$ cat config.mk
export PLATFORM = sky130hd
export DESIGN_NAME = poisson_spike_encoder
export DESIGN_NICKNAME = d
export VERILOG_FILES = /design/src/rtl/poisson_spike_encoder.sv
export SDC_FILE = /design/constraint.sdc
export NUM_CORES = 1
export LEC_CHECK = 0
export BUFFER_PORTS_ARGS = -buffer_cell sky130_fd_sc_hd__clkbuf_2
export CAP_MARGIN = 20
export CORE_MARGIN = 4
export CORE_UTILIZATION = 40
export DETAILED_ROUTE_END_ITERATION = 10
export PLACE_DENSITY_LB_ADDON = 0.12
export SLEW_MARGIN = 10
export SYNTH_ARGS = -nofsm -noshare
export SYNTH_HDL_FRONTEND = slang
export SYNTH_SLANG_ARGS = --single-unit
$ cat constraint.sdc
create_clock -name clk -period 19.4 [get_ports clk]
set_input_delay 3.88 -clock clk [delete_from_list [all_inputs] [get_ports clk]]
set_output_delay 3.88 -clock clk [all_outputs]
set_load 0.02 [all_outputs]
$ cat src/rtl/poisson_spike_encoder.sv
// rtl/poisson_spike_encoder.sv - rate-codes a stored pixel frame into a stream of spike bits
//
// Ports:
//   clk, rst                      clock, asynchronous active-high reset
//   pix_we_i/pix_waddr_i/pix_wdata_i  pixel RAM write port (accepted in IDLE only)
//   start_i, seed_i               begin a run with the given LFSR seed (IDLE only)
//   rand_i                        current sample from the external random LFSR
//   rand_seed_o, rand_set_seed_o  seed value and one-cycle load strobe to that LFSR
//   spk_valid_o/spk_ready_i       beat handshake
//   spk_o, spk_addr_o, spk_ts_o, spk_last_o  beat payload
//   busy_o                        run in progress (SEED/RUN/DRAIN)
//   done_o                        one-cycle pulse when the run has fully drained
module poisson_spike_encoder #(
    parameter int NUM_INPUTS = 64,
    parameter int TIMESTEPS  = 16,
    parameter int ADDR_W     = $clog2(NUM_INPUTS),
    parameter int TS_W       = (TIMESTEPS > 1) ? $clog2(TIMESTEPS) : 1
) (
    input  logic              clk,
    input  logic              rst,
    input  logic              pix_we_i,
    input  logic [ADDR_W-1:0] pix_waddr_i,
    input  logic [7:0]        pix_wdata_i,
    input  logic              start_i,
    input  logic [7:0]        seed_i,
    input  logic [7:0]        rand_i,
    output logic [7:0]        rand_seed_o,
    output logic              rand_set_seed_o,
    output logic              spk_valid_o,
    input  logic              spk_ready_i,
    output logic              spk_o,
    output logic [ADDR_W-1:0] spk_addr_o,
    output logic [TS_W-1:0]   spk_ts_o,
    output logic              spk_last_o,
    output logic              busy_o,
    output logic              done_o
);

    typedef enum logic [2:0] {
        S_IDLE,
        S_SEED,
        S_RUN,
        S_DRAIN,
        S_DONE
    } state_t;

    localparam logic [ADDR_W-1:0] LAST_ADDR = ADDR_W'(NUM_INPUTS - 1);
    localparam logic [TS_W-1:0]   LAST_TS   = TS_W'(TIMESTEPS - 1);

    state_t            state_q;
    state_t            state_d;
    logic [7:0]        pix_mem [NUM_INPUTS];
    logic [ADDR_W-1:0] addr_q;
    logic [TS_W-1:0]   ts_q;
    logic              load;
    logic              last_beat;

    // Output register takes a new beat when empty or when the held one is accepted.
    assign load      = !spk_valid_o || spk_ready_i;
    assign last_beat = (addr_q == LAST_ADDR) && (ts_q == LAST_TS);

    always_comb begin
        state_d         = state_q;
        rand_set_seed_o = 1'b0;
        busy_o          = 1'b0;
        done_o          = 1'b0;
        case (state_q)
            S_IDLE: begin
                if (start_i) state_d = S_SEED;
            end
            S_SEED: begin
                rand_set_seed_o = 1'b1;
                busy_o          = 1'b1;
                state_d         = S_RUN;
            end
            S_RUN: begin
                busy_o = 1'b1;
                if (load && last_beat) state_d = S_DRAIN;
            end
            S_DRAIN: begin
                busy_o = 1'b1;
                if (spk_ready_i) state_d = S_DONE;
            end
            S_DONE: begin
                done_o  = 1'b1;
                state_d = S_IDLE;
            end
            default: state_d = S_IDLE;
        endcase
    end

    // Pixel RAM: writes land in IDLE only, including the cycle start_i is seen.
    always_ff @(posedge clk or posedge rst) begin
        if (rst) begin
            for (int i = 0; i < NUM_INPUTS; i++) pix_mem[i] <= 8'd0;
        end else if (state_q == S_IDLE && pix_we_i && (int'(pix_waddr_i) < NUM_INPUTS)) begin
            pix_mem[pix_waddr_i] <= pix_wdata_i;
        end
    end

    always_ff @(posedge clk or posedge rst) begin
        if (rst) begin
            state_q     <= S_IDLE;
            rand_seed_o <= 8'd0;
            addr_q      <= '0;
            ts_q        <= '0;
            spk_valid_o <= 1'b0;
            spk_o       <= 1'b0;
            spk_addr_o  <= '0;
            spk_ts_o    <= '0;
            spk_last_o  <= 1'b0;
        end else begin
            state_q <= state_d;

            if (state_q == S_IDLE && start_i) begin
                rand_seed_o <= seed_i;
                addr_q      <= '0;
                ts_q        <= '0;
            end

            // rand_i free-runs; it is only consumed on the edge a beat is loaded.
            if (state_q == S_RUN && load) begin
                spk_valid_o <= 1'b1;
                spk_o       <= (pix_mem[addr_q] > rand_i);
                spk_addr_o  <= addr_q;
                spk_ts_o    <= ts_q;
                spk_last_o  <= last_beat;
                if (addr_q == LAST_ADDR) begin
                    addr_q <= '0;
                    ts_q   <= (ts_q == LAST_TS) ? '0 : ts_q + 1'b1;
                end else begin
                    addr_q <= addr_q + 1'b1;
                end
            end

            if (state_q == S_DRAIN && spk_ready_i) begin
                spk_valid_o <= 1'b0;
                spk_o       <= 1'b0;
                spk_addr_o  <= '0;
                spk_ts_o    <= '0;
                spk_last_o  <= 1'b0;
            end
        end
    end

endmodule
* Yosys cells after proc, flatten, opt, wreduce, memory -nomap -nowiden
Index checks and enable logic that the tools add are counted.
Storage, ports and cells: memory bits (writable) 0, memories kept 0, logic and storage cells 134, bits of input ports 35, output and inout port bits 24, register bits 546, latch bits 0, ROM bits 0
Cells by class: equal/unequal tests 9, $mul 0, reduce and logical (&&, ||, !) cells 14, shift-type cells 0, add/subtract/negate cells 2, muxes and demuxes 30, div/mod/pow operators 0, magnitude comparators 4, bitwise operators 2
Operators by type and width (number):
- $bwmux W512 | 1
- $bmux W8 S6 | 1
- $demux W8 S6 | 1
- $mux W6 | 5
- $mux W4 | 6
- $mux W8 | 3
- $ge A7 B7 Y1 const B | 2
- $not A6 Y7 | 2
- $pmux W3 S4 | 1
- $mux W1 | 9
- $mux W3 | 3
- $gt A8 B8 Y1 | 1
- $logic_and A1 B1 Y1 | 7
- $lt A7 B1 Y1 const B | 1
- $add A6 B1 Y6 const B | 1
- $eq A3 B2 Y1 const B | 2
- $eq A6 B6 Y1 const B | 1
- $ne A2 B2 Y1 const B | 3
- $add A4 B1 Y4 const B | 1
- $eq A4 B4 Y1 const B | 1
- $reduce_bool A2 Y1 | 2
- $eq A3 B1 Y1 const B | 1
- $eq A3 B3 Y1 const B | 1
- $logic_not A3 Y1 | 1
- 4 further kinds | 4

* Depth between registers and ports, before layout
word-level depth 7, mapped depth 15, gate-level depth less buffers 13

* Worst setup path after synthesis
OpenSTA, ideal clock, no wires.
path kind input -> register, start in pix_waddr_i[4], end reg pix_mem[200] (netlist name), arrival time 5114 ps, slack 14161 ps, data required time 19275 ps, cell stages on the path 4, cells stage by stage or3b_2 -> clkbuf_1 -> nor2_2 -> mux2_2
On the way: cells in the longest elaborated chain, start to end 6
RTL lines:
- from (decl) | RTL line 22 | input logic [ADDR_W-1:0] pix_waddr_i,
- $not A6 Y7 (implied by the code) * | RTL line 97 | pix_mem[pix_waddr_i] <= pix_wdata_i;
- $ge A7 B7 Y1 (implied by the code) / $lt A7 B1 Y1 (equally long branches) | RTL line 97
- $logic_and A1 B1 Y1 (implied by the code) | RTL line 97
- $mux W8 (implied by the code) | RTL line 97
- $demux W8 S6 * | RTL line 97
- $bwmux W512 * | RTL line 97
- to (signal, indexed assignment) | RTL line 97
- to (decl) | RTL line 52 | logic [7:0] pix_mem [NUM_INPUTS];
Every way passes the cells marked *; elsewhere a longest branch is shown, timed or not. A chain may end at the register's enable or synchronous reset.

* Worst setup path after layout
start in pix_waddr_i[0], end reg pix_mem[301] (netlist name)
The elaborated chain is that of the path after synthesis.

==> results.cfg <==
[clock_network]
clock_latency_ps = 630
max-clock-path-buffers = 3
cell_at_the_root_of_the_clock_tree = clkbuf_16
h-tree-depth = 2
cts_post_setup_buffers_inserted = 0
tritoncts.num_buffers = 59
cts.reportedPaths.clkPinSlew_ps = 60
cts.sinks = 546
cts_tree = done
number_of_cells_upsized_or_downsized_after_cts = 0
post_cts_hold_buffer_count = 0

[yosys]
synth-adder-area-share_pct = 0.496
synth_most_common_cell = dfrtp_1
synth_warnings = 0
ys_seq_area_share_pct = 54.2
main_combinational_cell_family_by_area_after_synthesis = multiplexers
synth_seq_cells = 546
syn_avg_cell_area_sq_um = 14.9
synth.area.mux_share_pct = 35.5
ys_top_cells_by_count = 546 x dfrtp_1, 514 x mux2_2, 118 x mux4_2, 90 x nand2_1, 81 x clkbuf_1
syn-num-nets = 1736
post_synth_and_or_nand_nor_area_fraction_pct = 4.53
netlist.area_leader.share_pct = 54.2
synth-async-reset-ratio_pct = 100
post-synth-top-area-cell = dfrtp_1
synthesis.instances = 1691
ys_top_cells_by_area = dfrtp_1 54%, mux2_2 23%, mux4_2 11%
synth-compound-area-share_pct = 2.84
synth_edf_count = 0
yosys.area_share.xor_xnor_pct = 0.0347
commonest_register_cell_after_synthesis = dfrtp_1
cell_area_synth_sq_um = 25200
synth.distinct_cells = 61

[die]
die_y_microns = 259
initial_utilization_pct = 40.6
placeableCoreArea_sq_um = 62100
top_level_ports = 59
die_w_microns = 259
floorplan.die_area_sq_um = 67100
fp-row-count = 91

[worst_setup_path]
cp-end-kind = register
worstPathMaxFanout = 8
worst-endpoint-required_ps = 19890
timing.critical_path.slowest_cell_delay_ps = 850
cp_cell_sequence = clkbuf_2 -> nor3_2 -> nand3b_1 -> nor2_2 -> mux2_2
cp.arrival_ps = 6430
critical_path_start_type = primary input
cp_slowest_cell = nand3b_1
combined_buffer_and_inverter_count_along_the_critical_path = 1
setup.worst_path.class = in -> reg
path_delay_family = simple AND/OR/NAND/NOR gates

[grt]
globalRouteOverflowTotal = 0
grt_pass1_wl_mm = 102
grt_max_degree = 160
antenna_found_initial = 3
global_route.usage.total_pct = 20.0
grt_pass1_vias = 15500

[placement]
dpl.cell_count = 2492
numPortBuffers = 58
globalplace.congestion = 0.751
place.detailed.hpwl_mm = 40.5

[sta]
report.final.hold_viol_count = 0
layout_min_cycle_time_ps = 5930
fin_worst_skew_ps = 26.2
maxSlewViolCount = 0
hold-worst-slack_ps = 474
fin_crit_sh_pct = 30.6
rsz_0062_raised_after_global_routing = false
final.setup.tns_ps = 0
timing_worst_slew_pin_value_ps = 1090
timing.slew.headroom_pct = 26.8
setup_violations = 0
fmaxAchievable_ghz = 0.168

[final_layout]
finish.net_count = 1761
non_filler_cells_final = 2595
area_delta_synth_final_pct = 11.5
layout-drive-gt1-share_pct = 48.4

[power]
share_seq_of_total_power_pct = 43.4
intPower_mw = 2.31
p_leak_nw = 13.2
clockPowerShare_pct = 33.7
net-switching-power_mw = 0.967
pwr-share-comb_pct = 22.9
vdd_drop_max_uv = 65.5
p_per_area_nw_per_um2 = 116
power_switching_share_pct = 29.5

[route]
first_pass_iters = 5
viasPerCell = 5.65
detailedRoute.firstIterationViolations = 829
drc_errors = 0
ant_nets = 0
via_count = 14700
post_drt_wl_per_cell_microns = 25.6
routed_wirelength_mm = 66.4

[worst_hold_path]
hold_path_class = reg -> reg

[outcome]
run_status = completed

[flow_run]
maxCapViolations = 0
-- worst register-to-register path, delay by kind of cell (launching register included) --
kind	cells	cell delay, ps
AOI/OAI and AO/OA	8	2140
adders and majority gates	1	250
buffers and inverters	2	1360
DFF	1	770
muxes	1	660
and+or+nand+nor	1	150
-- final cells by class --
cell class	instances	area, sq um
multi-input combinational	1011	10900
tap	837	1050
sequential	546	13700
clock buffer	90	1780
inverter	11	48.8
timing repair buffer	87	533
clock inverter	10	100
antenna	3	7.51
fill	5533	33900
-- final timing paths --
check	start	end	slack, ps	cells past startpoint
max in group asynchronous	rst	pix_mem[438]$_DFFE_PP0P_	13730	4
max	pix_waddr_i[0]	pix_mem[301]$_DFFE_PP0P_	13470	5
min	rand_seed_o[0]$_DFFE_PP0P_	rand_seed_o[0]$_DFFE_PP0P_	470	2
max reg2reg	addr_q[0]$_DFFE_PP0P_	spk_o$_DFFE_PP0P_	13970	13
min reg2reg	rand_seed_o[0]$_DFFE_PP0P_	rand_seed_o[0]$_DFFE_PP0P_	470	2
min in group asynchronous	rst	rand_seed_o[3]$_DFFE_PP0P_	3420	2
-- through the flow --
step	instance area, sq um	utilization, %	setup WS (ps)	total power [mW]
finish	28100	45.3	13470	3.27
CTS	28100	45.3	13450	3.32
global placement	26200	42.3	12810	2.18
global route	28100	45.3	13280	3.43
floorplan	25200	-	256	1.98
detailed placement	26200	42.3	12790	2.20
-- metal layers --
layer / vias to the layer above / GRT usage [%] / wire (microns)
met5: - / 0 / 16
met2: 293 / 31.9 / 31100
met1: 7894 / 28.3 / 30200
met4: 2 / 6.25 / 2040
met3: 111 / 3.46 / 3010
li1: 6357 / - / -
-- flip-flops by register name, indices dropped and copies added (netlist names) --
name         flops
pix_mem        512
rand_seed_o      8
addr_q           6
spk_addr_o       6
spk_ts_o         4
ts_q             4
state_q          3
spk_last_o       1
spk_o            1
spk_valid_o      1
-- power by group through the flow --
stage               combinational (mW)  clock [mW]  sequential, mW
finish                           0.748        1.10            1.42
global route                     0.810        1.17            1.44
floorplan                        0.581           0            1.40
CTS                              0.762        1.13            1.42
global placement                 0.749           0            1.44
detailed placement               0.760           0            1.44
-- cell families (layout without fill, tap and decap cells) --
| family | count (synthesis) | in the layout |
|---|---|---|
| flip-flops | 546 | 546 |
| AO/OA/AOI/OAI | 100 | 100 |
| multiplexers | 669 | 669 |
| AND/OR/NAND/NOR | 231 | 231 |
| XOR/XNOR | 1 | 1 |
| other | 0 | 3 |
| adder cells (fa/ha/maj) | 10 | 10 |
| buffers and inverters | 134 | 198 |
-- cells in the final DEF, fill, tap and decap left out, types with 20 or more instances in the layout --
cell type  synthesis  final
o21ai_0           20     20
nor2_2            32     32
mux4_2           118    118
clkbuf_2           0     58
clkbuf_16          0     61
buf_4             11     27
dfrtp_1          546    543
nand2_1           90     90
mux2_2           514    514
nor2_1            38     38
mux2i_1           28     28
Note: power is estimated with default switching activity, not from simulation.
